--- src/rtl/uart_tx_arbiter_if.sv ---
// Requester handshake and UART line bundle between two byte sources and the
// shared transmit arbiter.
interface uart_tx_arbiter_if;
    logic       req0_valid;
    logic [7:0] req0_data;
    logic       req0_ready;
    logic       req1_valid;
    logic [7:0] req1_data;
    logic       req1_ready;
    logic       io_uart_txd;
    logic       tx_busy;
    logic       grant_id;

    modport master (
        output req0_valid, req0_data, req1_valid, req1_data,
        input  req0_ready, req1_ready, io_uart_txd, tx_busy, grant_id
    );

    modport slave (
        input  req0_valid, req0_data, req1_valid, req1_data,
        output req0_ready, req1_ready, io_uart_txd, tx_busy, grant_id
    );
endinterface

--- src/rtl/uart_tx_arbiter.sv ---
// Round-robin arbiter sharing one 8N1/8N2 UART transmit line between two
// byte-stream requesters; bytes are serialised LSB first from a register.
module uart_tx_arbiter #(
    parameter int CLK_DIV   = 104,
    parameter int STOP_BITS = 1
) (
    input  logic              io_mainClk,
    input  logic              io_asyncReset,
    uart_tx_arbiter_if.slave  bus
);
    localparam int DIV_W = (CLK_DIV > 1) ? $clog2(CLK_DIV) : 1;
    localparam logic [DIV_W-1:0] DIV_LAST = DIV_W'(CLK_DIV - 1);

    typedef enum logic [1:0] {
        IDLE  = 2'd0,
        START = 2'd1,
        DATA  = 2'd2,
        STOP  = 2'd3
    } state_t;

    state_t           state_r;
    state_t           state_next_s;
    logic [DIV_W-1:0] div_r;
    logic [2:0]       bit_idx_r;
    logic             stop_idx_r;
    logic [7:0]       shift_r;
    logic             txd_r;
    logic             busy_r;
    logic             grant_r;
    logic             sel0_s;
    logic             sel1_s;
    logic             accept_s;
    logic             bit_end_s;
    logic             last_stop_s;

    assign bit_end_s   = (div_r == DIV_LAST);
    assign last_stop_s = (STOP_BITS == 2) ? stop_idx_r : 1'b1;
    assign accept_s    = sel0_s | sel1_s;

    // Requester selection; readies are gated by reset so no handshake can
    // complete while the block is held in reset.
    always_comb begin
        sel0_s = 1'b0;
        sel1_s = 1'b0;
        if ((state_r == IDLE) && !io_asyncReset) begin
            if (bus.req0_valid && bus.req1_valid) begin
                if (grant_r) begin
                    sel0_s = 1'b1;
                end else begin
                    sel1_s = 1'b1;
                end
            end else if (bus.req0_valid) begin
                sel0_s = 1'b1;
            end else if (bus.req1_valid) begin
                sel1_s = 1'b1;
            end else begin
                sel0_s = 1'b0;
                sel1_s = 1'b0;
            end
        end else begin
            sel0_s = 1'b0;
            sel1_s = 1'b0;
        end
    end

    // Frame sequencing: start bit, eight data bits, then STOP_BITS stop bits.
    always_comb begin
        state_next_s = state_r;
        case (state_r)
            IDLE: begin
                if (accept_s) begin
                    state_next_s = START;
                end else begin
                    state_next_s = IDLE;
                end
            end
            START: begin
                if (bit_end_s) begin
                    state_next_s = DATA;
                end else begin
                    state_next_s = START;
                end
            end
            DATA: begin
                if (bit_end_s && (bit_idx_r == 3'd7)) begin
                    state_next_s = STOP;
                end else begin
                    state_next_s = DATA;
                end
            end
            STOP: begin
                if (bit_end_s && last_stop_s) begin
                    state_next_s = IDLE;
                end else begin
                    state_next_s = STOP;
                end
            end
            default: state_next_s = IDLE;
        endcase
    end

    // State register.
    always_ff @(posedge io_mainClk or posedge io_asyncReset) begin
        if (io_asyncReset) begin
            state_r <= IDLE;
        end else begin
            state_r <= state_next_s;
        end
    end

    // Datapath: divider, bit index, shift register and the registered line.
    always_ff @(posedge io_mainClk or posedge io_asyncReset) begin
        if (io_asyncReset) begin
            div_r      <= '0;
            bit_idx_r  <= 3'd0;
            stop_idx_r <= 1'b0;
            shift_r    <= 8'h00;
            txd_r      <= 1'b1;
            busy_r     <= 1'b0;
            grant_r    <= 1'b1;
        end else begin
            busy_r <= (state_next_s != IDLE);
            case (state_r)
                IDLE: begin
                    div_r      <= '0;
                    bit_idx_r  <= 3'd0;
                    stop_idx_r <= 1'b0;
                    if (accept_s) begin
                        shift_r <= sel0_s ? bus.req0_data : bus.req1_data;
                        grant_r <= sel1_s;
                        txd_r   <= 1'b0;
                    end else begin
                        txd_r   <= 1'b1;
                    end
                end
                START: begin
                    if (bit_end_s) begin
                        div_r   <= '0;
                        txd_r   <= shift_r[0];
                        shift_r <= {1'b0, shift_r[7:1]};
                    end else begin
                        div_r   <= div_r + DIV_W'(1);
                    end
                end
                DATA: begin
                    if (bit_end_s) begin
                        div_r <= '0;
                        if (bit_idx_r == 3'd7) begin
                            txd_r     <= 1'b1;
                            bit_idx_r <= 3'd0;
                        end else begin
                            txd_r     <= shift_r[0];
                            shift_r   <= {1'b0, shift_r[7:1]};
                            bit_idx_r <= bit_idx_r + 3'd1;
                        end
                    end else begin
                        div_r <= div_r + DIV_W'(1);
                    end
                end
                STOP: begin
                    if (bit_end_s) begin
                        div_r      <= '0;
                        txd_r      <= 1'b1;
                        stop_idx_r <= ~stop_idx_r;
                    end else begin
                        div_r      <= div_r + DIV_W'(1);
                    end
                end
                default: begin
                    div_r      <= '0;
                    bit_idx_r  <= 3'd0;
                    stop_idx_r <= 1'b0;
                    txd_r      <= 1'b1;
                end
            endcase
        end
    end

    assign bus.req0_ready  = sel0_s;
    assign bus.req1_ready  = sel1_s;
    assign bus.io_uart_txd = txd_r;
    assign bus.tx_busy     = busy_r;
    assign bus.grant_id    = grant_r;
endmodule

--- src/flat_wrapper.sv ---
// flat-port wrapper written by rule: the top's interface ports become plain ports
module uart_tx_arbiter_flat 
#(
    parameter int CLK_DIV   = 104,
    parameter int STOP_BITS = 1
)
  (io_mainClk, io_asyncReset, bus_req0_valid, bus_req0_data, bus_req1_valid, bus_req1_data, bus_req0_ready, bus_req1_ready, bus_io_uart_txd, bus_tx_busy, bus_grant_id);
  uart_tx_arbiter_if bus_i ();
  input  logic io_mainClk;
  input  logic io_asyncReset;
  input wire logic [$bits(bus_i.req0_valid)-1:0] bus_req0_valid;
  input wire logic [$bits(bus_i.req0_data)-1:0] bus_req0_data;
  input wire logic [$bits(bus_i.req1_valid)-1:0] bus_req1_valid;
  input wire logic [$bits(bus_i.req1_data)-1:0] bus_req1_data;
  output wire logic [$bits(bus_i.req0_ready)-1:0] bus_req0_ready;
  output wire logic [$bits(bus_i.req1_ready)-1:0] bus_req1_ready;
  output wire logic [$bits(bus_i.io_uart_txd)-1:0] bus_io_uart_txd;
  output wire logic [$bits(bus_i.tx_busy)-1:0] bus_tx_busy;
  output wire logic [$bits(bus_i.grant_id)-1:0] bus_grant_id;
  assign bus_i.req0_valid = bus_req0_valid;
  assign bus_i.req0_data = bus_req0_data;
  assign bus_i.req1_valid = bus_req1_valid;
  assign bus_i.req1_data = bus_req1_data;
  assign bus_req0_ready = bus_i.req0_ready;
  assign bus_req1_ready = bus_i.req1_ready;
  assign bus_io_uart_txd = bus_i.io_uart_txd;
  assign bus_tx_busy = bus_i.tx_busy;
  assign bus_grant_id = bus_i.grant_id;
  uart_tx_arbiter #(.CLK_DIV(CLK_DIV), .STOP_BITS(STOP_BITS)) u_core (.io_mainClk(io_mainClk), .io_asyncReset(io_asyncReset), .bus(bus_i));
endmodule
--- config.mk ---
export PLATFORM = sky130hd
export DESIGN_NAME = uart_tx_arbiter_flat
export DESIGN_NICKNAME = d
export VERILOG_FILES = /design/src/rtl/uart_tx_arbiter_if.sv /design/src/rtl/uart_tx_arbiter.sv /design/src/flat_wrapper.sv
export SDC_FILE = /design/constraint.sdc
export NUM_CORES = 1
export LEC_CHECK = 0
export ABC_AREA = 1
export BUFFER_PORTS_ARGS = -buffer_cell sky130_fd_sc_hd__buf_2
export CAP_MARGIN = 20
export CORE_ASPECT_RATIO = 0.7
export CORE_MARGIN = 3
export CORE_UTILIZATION = 40
export CTS_BUF_LIST = sky130_fd_sc_hd__clkbuf_4 sky130_fd_sc_hd__clkbuf_8
export DETAILED_ROUTE_END_ITERATION = 16
export MAX_ROUTING_LAYER = met4
export SKIP_CTS_REPAIR_TIMING = 1
export SYNTH_ARGS = -nofsm -noshare
export SYNTH_HDL_FRONTEND = slang
export SYNTH_SLANG_ARGS = --single-unit
--- constraint.sdc ---
create_clock -name io_mainClk -period 2.15 [get_ports io_mainClk]
set_clock_uncertainty 0.15 [all_clocks]
set_input_delay 0.215 -clock io_mainClk [delete_from_list [all_inputs] [get_ports io_mainClk]]
set_output_delay 0.215 -clock io_mainClk [all_outputs]
set_load 0.03 [all_outputs]
# == Yosys cells after proc, flatten, opt, wreduce, memory -nomap -nowiden ==
# Index checks and enable logic that the tools add are counted.
# totals
word_cells,64
regBits,23
# op_classes
n_mux,31
eq_ne,10
bitwise_logic,1
n_addsub,2
reduce_logical,13
# op_table
cell,n
$mux 8,5
$pmux 8 s3,1
$mux 1,16
$pmux 7 s2,1
$ne 2x1->1 const B,4
$pmux 2 s4,1
$add 7x1->7 const B,1
$eq 7x7->1 const B,1
$mux 7,1
$mux 3,2
$pmux 3 s2,1
$reduce_and 5->1,1
$eq 2x2->1 const B,2
$mux 2,2
$pmux 1 s4,1
$reduce_and 2->1,2
$reduce_bool 2->1,2
$add 3x1->3 const B,1
$eq 3x3->1 const B,1
$logic_and 1x1->1,3
$reduce_and 3->1,1
$reduce_bool 3->1,1
$reduce_or 3->1,1
$eq 2x1->1 const B,1
other kinds (4),4

# == Longest topological paths before layout ==
# Gate-level depths: netlist of run 1.
# logic_depth
word_depth,8
ltp_mapped,10
mapped_depth_nobuf,10

# == Worst setup path after synthesis of run 1 ==
# OpenSTA, ideal clock, no wires.
# synth_timing
path_kind,register to register
from,register u_core.state_r[0]
to,"register u_core.grant_r, in the netlist u_core.bus.grant_id"
path_buffers,0
stages_incl_launch_ff,6
arrival_ps,1523
synth_period_minus_slack_ps,1747
path_slack_ps,403
setup_ps,74
cell_sequence,dfrtp_1 inv_1 ha_1 nand3_1 a21oi_1 o21bai_1
# synth_between
elab_chain_len,5
word_cells_on_any_way,6
# synth_lines
element,line_no,text
"start, declared",uart_tx_arbiter.sv:21,state_t state_r;
"start signal, assigned",uart_tx_arbiter.sv:107,state_r <= state_next_s;
$logic_not 2->1 *,uart_tx_arbiter.sv:45,if ((state_r == IDLE) && !io_asyncReset) begin
$logic_and 1x1->1 *,uart_tx_arbiter.sv:45,
$mux 1 *,uart_tx_arbiter.sv:45,
net bus_req1_ready,flat_wrapper.sv:16,output wire logic [$bits(bus_i.req1_ready)-1:0] bus_req1_ready;
$or 1x1->1,uart_tx_arbiter.sv:38,assign accept_s = sel0_s | sel1_s;
$reduce_and 2->1 (no source line),-,
"end signal, assigned",uart_tx_arbiter.sv:130,grant_r <= sel1_s;
"end, declared",uart_tx_arbiter.sv:29,logic grant_r;
# Mark *: on every way through the listed nets, which the timed path passes. The rest lies on a longest branch.
# A chain may end at the register's enable or synchronous reset.

# == Worst setup path in the final report of run 1 ==
# layout_timing
from,register u_core.state_r[0]
to,output bus_req0_ready
# layout_between
elab_chain_len,3
# layout_lines
element,line_no,text
$logic_not 2->1,uart_tx_arbiter.sv:45,
$logic_and 1x1->1,uart_tx_arbiter.sv:45,
$mux 1,uart_tx_arbiter.sv:45,
"end, declared",flat_wrapper.sv:15,output wire logic [$bits(bus_i.req0_ready)-1:0] bus_req0_ready;
# Every way passes these cells.

==> results of run 1 <==
## placed cells by master (no fill, tap or decap), types with 5 or more instances in the layout
master | synthesis | final
sky130_fd_sc_hd__buf_2 | 1 | 24
sky130_fd_sc_hd__buf_4 | 0 | 5
sky130_fd_sc_hd__dfrtp_1 | 21 | 21
sky130_fd_sc_hd__ha_1 | 8 | 7
sky130_fd_sc_hd__inv_1 | 20 | 20
sky130_fd_sc_hd__nand2_1 | 45 | 45
sky130_fd_sc_hd__nand3_1 | 25 | 25
sky130_fd_sc_hd__nand4_1 | 8 | 8
sky130_fd_sc_hd__nor2_1 | 11 | 11
sky130_fd_sc_hd__o21ai_0 | 9 | 9
sky130_fd_sc_hd__or2_2 | 8 | 8
## kinds of logic after synthesis
kind of cell	synth area share, %
AO/OA/AOI/OAI	4.869
adder cells (fa/ha/maj)	7.214
buffers and inverters	7.033
flip-flops	41.66
AND/OR/NAND/NOR	39.23
## through the flow
| stage | hold slack [ps] | TNS (ps) | worst slack (ps) | cell area (µm²) | utilization [%] |
|---|---|---|---|---|---|
| floorplan | -55.47 | 0 | 402.6 | 1388 | - |
| global placement | -7.432 | 0 | 314.6 | 1565 | 48.41 |
| detailed placement | -0.7303 | 0 | 285.2 | 1565 | 48.41 |
| CTS | -297.3 | -21.11 | -21.11 | 1614 | 49.92 |
| global route | 136.0 | 0 | 0.1058 | 1657 | 51.24 |
| finish | 116.4 | 0 | 119.4 | 1657 | 51.24 |
## worst max path at each step
stage	slack, ps	end	depth (start not counted)	startpoint
global route	0.1	bus_req0_ready	7	u_core.state_r[0]
finish	120	bus_req0_ready	7	u_core.state_r[0]
global placement	310	u_core.shift_r[7]	8	u_core.state_r[0]
detailed placement	290	bus_req0_ready	7	u_core.state_r[0]
CTS	-20	bus_req0_ready	7	u_core.state_r[0]
floorplan	400	u_core.bus.grant_id	5	u_core.state_r[0]
## layer usage
| metal | global-route usage (%) | routed length (µm) |
|---|---|---|
| met1 | 21.09 | 1561 |
| met2 | 23.53 | 1417 |
| met3 | 5.375 | 151 |
| met4 | 3.876 | 11 |
| met5 | - | 0 |
## power by group through the flow
stage                     clock network [mW]  logic [mW]  registers, mW
after floorplan                            0      0.0160          0.445
after global placement                     0      0.0419          0.443
after detailed placement                   0      0.0430          0.443
after CTS                              0.292      0.0431          0.435
after global routing                   0.311      0.0487          0.435
final                                  0.282      0.0438          0.435
## registers in the layout (all words and copies together) (netlist names)
signal / cells
u_core.div_r: 7
u_core.bus.io_uart_txd: 1
u_core.bit_idx_r: 3
u_core.state_r: 2
u_core.shift_r: 8
u_core.bus.grant_id: 1
u_core.bus.tx_busy: 1
## synthesized netlist by cell type, types with 2 or more instances
master                    count
sky130_fd_sc_hd__a21oi_1      3
sky130_fd_sc_hd__dfrtp_1     21
sky130_fd_sc_hd__dfstp_2      2
sky130_fd_sc_hd__ha_1         8
sky130_fd_sc_hd__inv_1       20
sky130_fd_sc_hd__inv_2        2
sky130_fd_sc_hd__nand2_1     45
sky130_fd_sc_hd__nand3_1     25
sky130_fd_sc_hd__nand4_1      8
sky130_fd_sc_hd__nor2_1      11
sky130_fd_sc_hd__nor2_4       2
sky130_fd_sc_hd__o21ai_0      9
sky130_fd_sc_hd__or2_1        2
sky130_fd_sc_hd__or2_2        8
## final cells by class
class	count	area (µm²)	area share [%]
Clock inverter	1	7.507	0.4532
Multi-Input combinational cell	129	714.4	43.13
Timing Repair Buffer	30	167.7	10.12
Clock buffer	3	41.29	2.492
Inverter	23	88.84	5.363
Tap cell	47	58.81	3.550
Sequential cell	23	578.1	34.89
## worst reg2reg max path, cell delays in order (launching register included)
cell and delay (ps):
sky130_fd_sc_hd__dfrtp_1 410, sky130_fd_sc_hd__ha_1 230, sky130_fd_sc_hd__ha_1 210, sky130_fd_sc_hd__nand2_1 70, sky130_fd_sc_hd__inv_1 50, sky130_fd_sc_hd__nor2_1 120, sky130_fd_sc_hd__nand2_1 140, sky130_fd_sc_hd__nor2_8 180
sky130_fd_sc_hd__inv_4 80, sky130_fd_sc_hd__nand2_1 70, sky130_fd_sc_hd__nand2_1 50
==> out/qor.log, run 1 <==
qor: synthesis.synthDominantAreaCellType sky130_fd_sc_hd__dfrtp_1
qor: synthesis.netlist_instances 177
qor: power.switchingPower 177.1 µW
qor: timing.rsz0062_at_grt no
qor: synthesis.leading_cell_types_by_total_area_after_synthesis sky130_fd_sc_hd__dfrtp_1, sky130_fd_sc_hd__nand2_1, sky130_fd_sc_hd__nand3_1
qor: synthesis.synth_top_cell_area_share 37.87%
qor: critical_path.worst_path_max_delay_cell sky130_fd_sc_hd__dfrtp_1
qor: critical_path.regToRegEndpoint u_core.shift_r[2]
qor: clock_tree.cts_made_buffers 3
qor: power.fin_total_pwr 760.2 µW
qor: timing.report.final.slew_viol_count 0
qor: power.switching_share 23.29%
qor: timing.maxClockFrequency 492.5 MHz
qor: hold_path.hold_path_startpoint bus_req1_data[0]
qor: synthesis.synth_async_sr_flop_share 100.0%
qor: final_layout.net_count_reported_at_finish 238
qor: critical_path.critPathTopFamily buffers and inverters
qor: die.placeableCoreArea 0.003233 mm²
qor: power.vdd_ir_drop_max 0.3109 mV
qor: final_layout.fillCellCount 318
qor: final_layout.drive_above_1_share 25.36%
qor: place.place.port_buffers 24
qor: drt.finalWirelength 3.141 mm
qor: synthesis.number_of_synthesized_register_bits 23
qor: critical_path.critical_path.startpoint_type register
qor: place.dp.final_hpwl 2.444 mm
qor: synthesis.synth.yosys.seq_area_share 41.66%
qor: hold_path.min_path_cells 5
qor: clock_tree.clock_insertion_delay_worst_skew 270 ps
qor: drt.avgRoutedWirePerCell 12.27 µm
qor: die.initial_core_util 42.92%
qor: power.intPower 583.1 µW
qor: critical_path.timing.critical_path.cells inv_1, ha_2, inv_2, nor2_4, nand3_4, inv_1, buf_2
qor: global_routing.combined_global_route_utilization_of_all_metal_layers 15.91%
qor: drt.via_total_after_detailed_routing 1245
qor: hold_path.hold-path-endpoint u_core.shift_r[0]
qor: power.leakage_power_figure 0.8923 nW
qor: power.power.combinational.fraction 5.8%
qor: power.pwr-share-seq 57.2%
qor: timing.hold_viol_final 0
qor: final_layout.layout_area_overhead 19.39%
qor: synthesis.ys.warnings.count 0
qor: power.pwr_dens 458.9 mW/mm²
qor: synthesis.synthDistinctLibCells 25
qor: global_routing.pin_count_of_the_biggest_net_entering_global_routing 19
qor: critical_path.timing.rr.start u_core.bit_idx_r[0]
qor: synthesis.synth-edff-count 0
qor: final_layout.post_layout_nonfiller_instances 256
qor: critical_path.most_frequent_cell_on_the_critical_path sky130_fd_sc_hd__inv_1
qor: critical_path.worstPathArrival 1670 ps
qor: timing.max-slew-margin-rel 76.00%
qor: timing.setup_violations 0
qor: drt.drt.antenna.violating_nets 0
qor: place.gp_routability_congestion 0.8252
qor: die.die_width 76.40 µm
qor: timing.crit_share_post_route 94.44%
qor: drt.drt_pre_antenna_iters 4
qor: critical_path.worst_ep_required 1780 ps
qor: timing.layout_min_cycle_time 2031 ps
qor: critical_path.endpoint_kind primary output
qor: synthesis.synth-main-ff-cell sky130_fd_sc_hd__dfrtp_1
qor: critical_path.largest_incremental_delay_on_the_critical_path 410 ps
qor: timing.timing_worst_slew_pin_value 359.6 ps
qor: global_routing.grt_first_pass_wirelength 5.216 mm
qor: clock_tree.clock_slew_at_reported_path_ffs 90 ps
qor: drt.initialDrtViolationCount 78
qor: drt.vias_per_cell 4.863
qor: power.clkPwrFrac 37.1%
qor: synthesis.postSynthNetCount 205
qor: die.floorplan_die_area 0.004223 mm²
qor: critical_path.r2r_slack 290 ps
qor: critical_path.maximum_fanout_along_the_worst_path 10
qor: hold_path.hold_class in2reg
qor: global_routing.grt_antenna_before_repair 0
qor: synthesis.postSynthAreaPerCell 7.839 µm²
qor: run_status.status complete, no violations
qor: die.floorplan_die_height 55.28 µm
qor: clock_tree.cts.path.max_buffers 2
qor: global_routing.grt_remaining_overflow 0
qor: synthesis.synth.cell_area 0.001388 mm²
qor: clock_tree.tritoncts_clock_tree built
qor: die.boundaryPins 25
qor: drt.route.detailed.drc 0
qor: die.placement_rows 17
qor: critical_path.worstPathBufferInverterCount 4
qor: clock_tree.htree_levels 1
qor: clock_tree.clk_root_buffer_cell sky130_fd_sc_hd__clkbuf_8
qor: place.placed_cells 247
qor: critical_path.timing.reg2reg.worst_path_depth 10
qor: final_layout.num_antenna_cells 0
qor: critical_path.worst-setup-path-type reg2out
qor: clock_tree.clock_sinks 23
qor: global_routing.number_of_global_route_vias_before_repair 1128
qor: flow_run.drv_cap 0
No activity file was read; power rests on OpenSTA's default activity.
==> inputs of run 2 (changes only) <==
- PLACE_DENSITY: unset -> 0.67
==> out/qor.log, run 2 (same netlist as run 1, synthesis figures left out) <==
qor: critical_path.endpoint_kind primary output
qor: place.dp.final_hpwl 2.189 mm
qor: critical_path.worst-setup-path-type reg2out
qor: timing.max-slew-margin-rel 73.96%
qor: hold_path.hold_class in2reg
qor: hold_path.hold_path_startpoint bus_req0_data[7]
qor: die.placeableCoreArea 0.003233 mm²
qor: final_layout.mostFrequentLayoutCell sky130_fd_sc_hd__nand2_1
qor: critical_path.critical_path.startpoint_type register
qor: timing.rsz0062_at_grt no
qor: die.initial_core_util 42.92%
qor: timing.maxClockFrequency 493.2 MHz
qor: final_layout.largest_reg_flops 8
qor: final_layout.regMostFlops u_core.shift_r
qor: drt.route.detailed.drc 0
qor: critical_path.timing.rr.start u_core.bit_idx_r[0]
qor: timing.totalNegativeSetupSlack 0 ps
qor: critical_path.largest_incremental_delay_on_the_critical_path 410 ps
qor: timing.timing_worst_slew_pin_value 386.5 ps
qor: clock_tree.cts_made_buffers 3
qor: place.gp_routability_congestion 0.8341
qor: final_layout.layout_common_cells sky130_fd_sc_hd__nand2_1, sky130_fd_sc_hd__nand3_1, sky130_fd_sc_hd__buf_2
qor: clock_tree.cts.path.max_buffers 2
qor: global_routing.combined_global_route_utilization_of_all_metal_layers 14.05%
qor: timing.layout_min_cycle_time 2028 ps
qor: timing.setup_violations 0
qor: drt.drt.antenna.violating_nets 0
qor: drt.finalWirelength 2.788 mm
qor: global_routing.pin_count_of_the_biggest_net_entering_global_routing 16
qor: critical_path.worst_ep_required 1780 ps
qor: clock_tree.clock_sinks 23
qor: critical_path.most_frequent_cell_on_the_critical_path sky130_fd_sc_hd__inv_1
qor: final_layout.biggestRegsByFlops u_core.shift_r: 8 flops, u_core.div_r: 7 flops, u_core.bit_idx_r: 3 flops
qor: drt.avgRoutedWirePerCell 11.02 µm
qor: global_routing.grt_first_pass_wirelength 4.581 mm
qor: critical_path.r2r_slack 370 ps
qor: critical_path.worst_path_max_delay_cell sky130_fd_sc_hd__dfrtp_1
qor: drt.vias_per_cell 4.767
qor: die.placement_rows 17
qor: drt.initialDrtViolationCount 95
qor: timing.crit_share_post_route 94.31%
qor: critical_path.timing.critical_path.cells inv_1, ha_2, inv_2, nor2_4, nand3_4, inv_1, buf_2
qor: drt.via_total_after_detailed_routing 1206
qor: critical_path.worstPathArrival 1660 ps
qor: run_status.status complete, no violations
qor: place.place_ws 339.2 ps
qor: die.die_width 76.40 µm
qor: critical_path.timing.reg2reg.worst_path_depth 10
qor: hold_path.hold-path-endpoint u_core.shift_r[7]
qor: timing.hold_viol_final 0
qor: power.pwr_dens 457.2 mW/mm²
qor: flow_run.drv_cap 0
qor: critical_path.regToRegEndpoint u_core.shift_r[4]
qor: timing.post-route-worst-setup-slack 122.4 ps
qor: final_layout.layout_area_overhead 17.58%
qor: drt.drt_pre_antenna_iters 4
qor: hold_path.min_path_cells 4
qor: power.fin_total_pwr 746.0 µW
qor: clock_tree.htree_levels 1
qor: timing.report.final.slew_viol_count 0
qor: critical_path.maximum_fanout_along_the_worst_path 10
qor: power.vdd_ir_drop_max 0.2656 mV
qor: final_layout.drive_above_1_share 24.27%
qor: die.boundaryPins 25
qor: global_routing.grt_antenna_before_repair 0
qor: clock_tree.clk_root_buffer_cell sky130_fd_sc_hd__clkbuf_8
qor: final_layout.net_count_reported_at_finish 235
qor: final_layout.num_antenna_cells 0
qor: clock_tree.clock_slew_at_reported_path_ffs 80 ps
qor: die.floorplan_die_height 55.28 µm
qor: clock_tree.tritoncts_clock_tree built
qor: global_routing.number_of_global_route_vias_before_repair 947
qor: global_routing.grt_remaining_overflow 0
qor: die.floorplan_die_area 0.004223 mm²
qor: place.place.port_buffers 24
qor: power.leakage_power_figure 0.8797 nW
qor: clock_tree.clock_insertion_delay_worst_skew 260 ps
run 2: worst max-delay path: cells and delay by family (launching register included):
kind	cells	cell delay, ps
fa+ha+maj	1	220
flops	1	410
simple gates	2	300
buf+inv	4	480
run 2: routing by layer:
layer | vias to the layer above | track usage (%) | wire length [µm]
met5 | - | - | 0
met4 | 0 | 5.426 | 36
met1 | 542 | 22.81 | 1605
met2 | 28 | 15.39 | 993
met3 | 2 | 3.909 | 153
li1 | 634 | - | -
run 2: layout make-up:
cell class              instances  area (µm²)
well taps                      47       58.81
clock buffers                   3       41.29
clock inverters                 1       5.005
fillers                       321        1602
repair buffers                 27       145.1
flip-flops and latches         23       578.1
inverters                      23       88.84
multi-input cells             129       714.4
run 2: worst max-delay path by stage:
stage	depth (start not counted)	from	endpoint
after floorplan	5	u_core.state_r[0]	u_core.bus.grant_id
after global placement	7	u_core.state_r[1]	bus_req0_ready
after detailed placement	7	u_core.state_r[0]	bus_req0_ready
after CTS	7	u_core.state_r[1]	bus_req0_ready
after global routing	7	u_core.state_r[1]	bus_req0_ready
final	7	u_core.state_r[1]	bus_req0_ready
run 2: power breakdown:
part | total [mW] | switching (mW) | leakage, nW | internal (mW)
logic | 0.0427 | 0.0249 | 0.565 | 0.0178
registers | 0.435 | 0.000600 | 0.290 | 0.434
clock network | 0.269 | 0.139 | 0.0255 | 0.129
total | 0.746 | 0.165 | 0.880 | 0.581
run 2: metrics by stage:
| stage | util [%] | area (µm²) | hold slack [ps] | std cells |
|---|---|---|---|---|
| 2_1_floorplan | - | 1388 | -55.47 | 177 |
| 3_3_place_gp | 48.41 | 1565 | 30.16 | 247 |
| 3_5_place_dp | 48.41 | 1565 | 25.69 | 247 |
| 4_1_cts | 49.85 | 1612 | -268.6 | 251 |
| 5_1_grt | 50.46 | 1632 | 151.5 | 253 |
| 6_report | 50.46 | 1632 | 117.5 | 253 |
==> inputs of run 3 (changes only) <==
- RECOVER_POWER: unset -> 100
==> out/qor.log, run 3 (same netlist as run 1, synthesis figures left out) <==
qor: critical_path.endpoint_kind primary output
qor: global_routing.grt_first_pass_wirelength 4.581 mm
qor: place.gp_routability_congestion 0.8341
qor: final_layout.register_cell_area_after_layout 578.1 µm²
qor: final_layout.regMostFlops u_core.shift_r
qor: global_routing.grt_remaining_overflow 0
qor: timing.max-slew-margin-rel 43.17%
qor: timing.report.final.slew_viol_count 0
qor: final_layout.net_count_reported_at_finish 235
qor: place.postPlaceCellArea 0.001565 mm²
qor: final_layout.largest_reg_flops 8
qor: power.pwr_dens 460.3 mW/mm²
qor: die.floorplan_die_height 55.28 µm
qor: power.leakage_power_figure 0.8655 nW
qor: clock_tree.clk_root_buffer_cell sky130_fd_sc_hd__clkbuf_8
qor: clock_tree.tritoncts_clock_tree built
qor: die.placement_rows 17
qor: critical_path.crit_path_end bus_req0_ready
qor: final_layout.biggestRegsByFlops u_core.shift_r: 8 flops, u_core.div_r: 7 flops, u_core.bit_idx_r: 3 flops
qor: die.boundaryPins 25
qor: final_layout.fillCellCount 322
qor: drt.vias_per_cell 4.747
qor: clock_tree.cts_made_buffers 3
qor: global_routing.number_of_global_route_vias_before_repair 947
qor: timing.hold_viol_final 0
qor: timing.layout_min_cycle_time 2023 ps
qor: timing.crit_share_post_route 94.11%
qor: critical_path.worstPathBufferInverterCount 4
qor: clock_tree.clock_slew_at_reported_path_ffs 80 ps
qor: flow_run.drv_cap 0
qor: die.die_width 76.40 µm
qor: clock_tree.clock_insertion_delay_worst_skew 260 ps
qor: power.intPower 579.8 µW
qor: timing.maxClockFrequency 494.3 MHz
qor: clock_tree.clock_sinks 23
qor: drt.drt_pre_antenna_iters 5
qor: final_layout.drive_above_1_share 21.36%
qor: power.pwr-share-seq 58.4%
qor: drt.initialDrtViolationCount 94
qor: die.floorplan_die_area 0.004223 mm²
qor: critical_path.worst-setup-path-type reg2out
qor: critical_path.r2r_slack 200 ps
qor: final_layout.multiInputGateArea 706.9 µm²
qor: critical_path.worst_ep_required 1780 ps
qor: power.switching_share 22.03%
qor: critical_path.worstSetupStartpoint u_core.state_r[1]
qor: drt.via_total_after_detailed_routing 1201
qor: drt.finalWirelength 2.787 mm
qor: critical_path.cp.depth 7
qor: drt.avgRoutedWirePerCell 11.02 µm
qor: final_layout.layout_common_cells sky130_fd_sc_hd__nand2_1, sky130_fd_sc_hd__nand3_1, sky130_fd_sc_hd__dfrtp_1
qor: critical_path.critical_path.startpoint_type register
qor: global_routing.combined_global_route_utilization_of_all_metal_layers 14.05%
qor: critical_path.regToRegEndpoint u_core.shift_r[4]
qor: critical_path.timing.critical_path.cells inv_1, ha_2, inv_2, nor2_4, nand3_4, inv_1, buf_2
qor: clock_tree.htree_levels 1
qor: clock_tree.cts.path.max_buffers 2
qor: global_routing.grt_antenna_before_repair 0
qor: critical_path.critPathTopFamily buffers and inverters
qor: timing.timing_worst_slew_pin_value 852.5 ps
qor: global_routing.pin_count_of_the_biggest_net_entering_global_routing 16
qor: final_layout.mostFrequentLayoutCell sky130_fd_sc_hd__nand2_1
qor: hold_path.hold_path_startpoint bus_req0_data[7]
qor: power.vdd_ir_drop_max 0.2656 mV
qor: timing.hold_slack 117.5 ps
qor: critical_path.most_frequent_cell_on_the_critical_path sky130_fd_sc_hd__inv_1
qor: power.power.combinational.fraction 5.6%
qor: die.placeableCoreArea 0.003233 mm²
qor: run_status.status complete, no violations
qor: timing.rsz0062_at_grt no
qor: final_layout.stdcell_area 0.001615 mm²
qor: final_layout.num_antenna_cells 0
qor: place.dp.final_hpwl 2.189 mm
qor: drt.drt.antenna.violating_nets 0
qor: critical_path.largest_incremental_delay_on_the_critical_path 410 ps
qor: power.clkPwrFrac 36.0%
qor: drt.route.detailed.drc 0
qor: critical_path.worst_path_max_delay_cell sky130_fd_sc_hd__dfrtp_1
qor: critical_path.timing.rr.start u_core.div_r[0]
qor: final_layout.layout_area_overhead 16.41%
qor: critical_path.timing.reg2reg.worst_path_depth 8
qor: critical_path.maximum_fanout_along_the_worst_path 10
qor: place.place.port_buffers 24
qor: power.switchingPower 163.8 µW
qor: timing.totalNegativeSetupSlack 0 ps
qor: hold_path.hold_class in2reg
qor: die.initial_core_util 42.92%
qor: timing.setup_violations 0
qor: critical_path.worstPathArrival 1660 ps
[run 3: stage by stage]
stage	total power [mW]	worst slack, ps	cells	utilization [%]
6_report	0.7435	126.7	253	49.96
5_1_grt	0.7800	3.339	253	49.96
4_1_cts	0.7601	36.80	251	49.85
3_5_place_dp	0.4851	339.2	247	48.41
3_3_place_gp	0.4857	366.8	247	48.41
2_1_floorplan	0.4612	402.6	177	-
[run 3: how the worst min path moves through the flow]
stage	endpoint	slack (ps)	depth (start not counted)
after global routing	u_core.shift_r[7]	150	4
final	u_core.shift_r[7]	120	4
after global placement	u_core.div_r[5]	30	2
after CTS	u_core.state_r[1]	-270	2
after detailed placement	u_core.div_r[5]	30	2
after floorplan	u_core.bit_idx_r[0]	-60	1
[run 3: area by class of cell]
cell class	instances	area share [%]
multi-input cells	129	43.76
flip-flops and latches	23	35.79
repair buffers	27	8.443
inverters	23	5.500
well taps	47	3.641
clock buffers	3	2.556
clock inverters	1	0.3098
[run 3: power groups by stage]
stage	sequential [mW]	combinational, mW	clock [mW]
after floorplan	0.445	0.0160	0
after global placement	0.443	0.0425	0
after detailed placement	0.443	0.0420	0
after CTS	0.435	0.0422	0.283
after global routing	0.435	0.0459	0.299
final	0.435	0.0413	0.268
[run 3: metal layers]
layer / up-vias / global-route usage [%] / wire (µm)
li1: 635 / - / -
met2: 26 / 15.39 / 980
met5: - / - / 0
met3: 2 / 3.909 / 146
met4: 0 / 5.426 / 36
met1: 538 / 22.81 / 1624
[run 3: worst min-delay path: cells and delay by family]
kind	cells	cell delay, ps
AND/OR/NAND/NOR	3	210
buffers and inverters	1	70
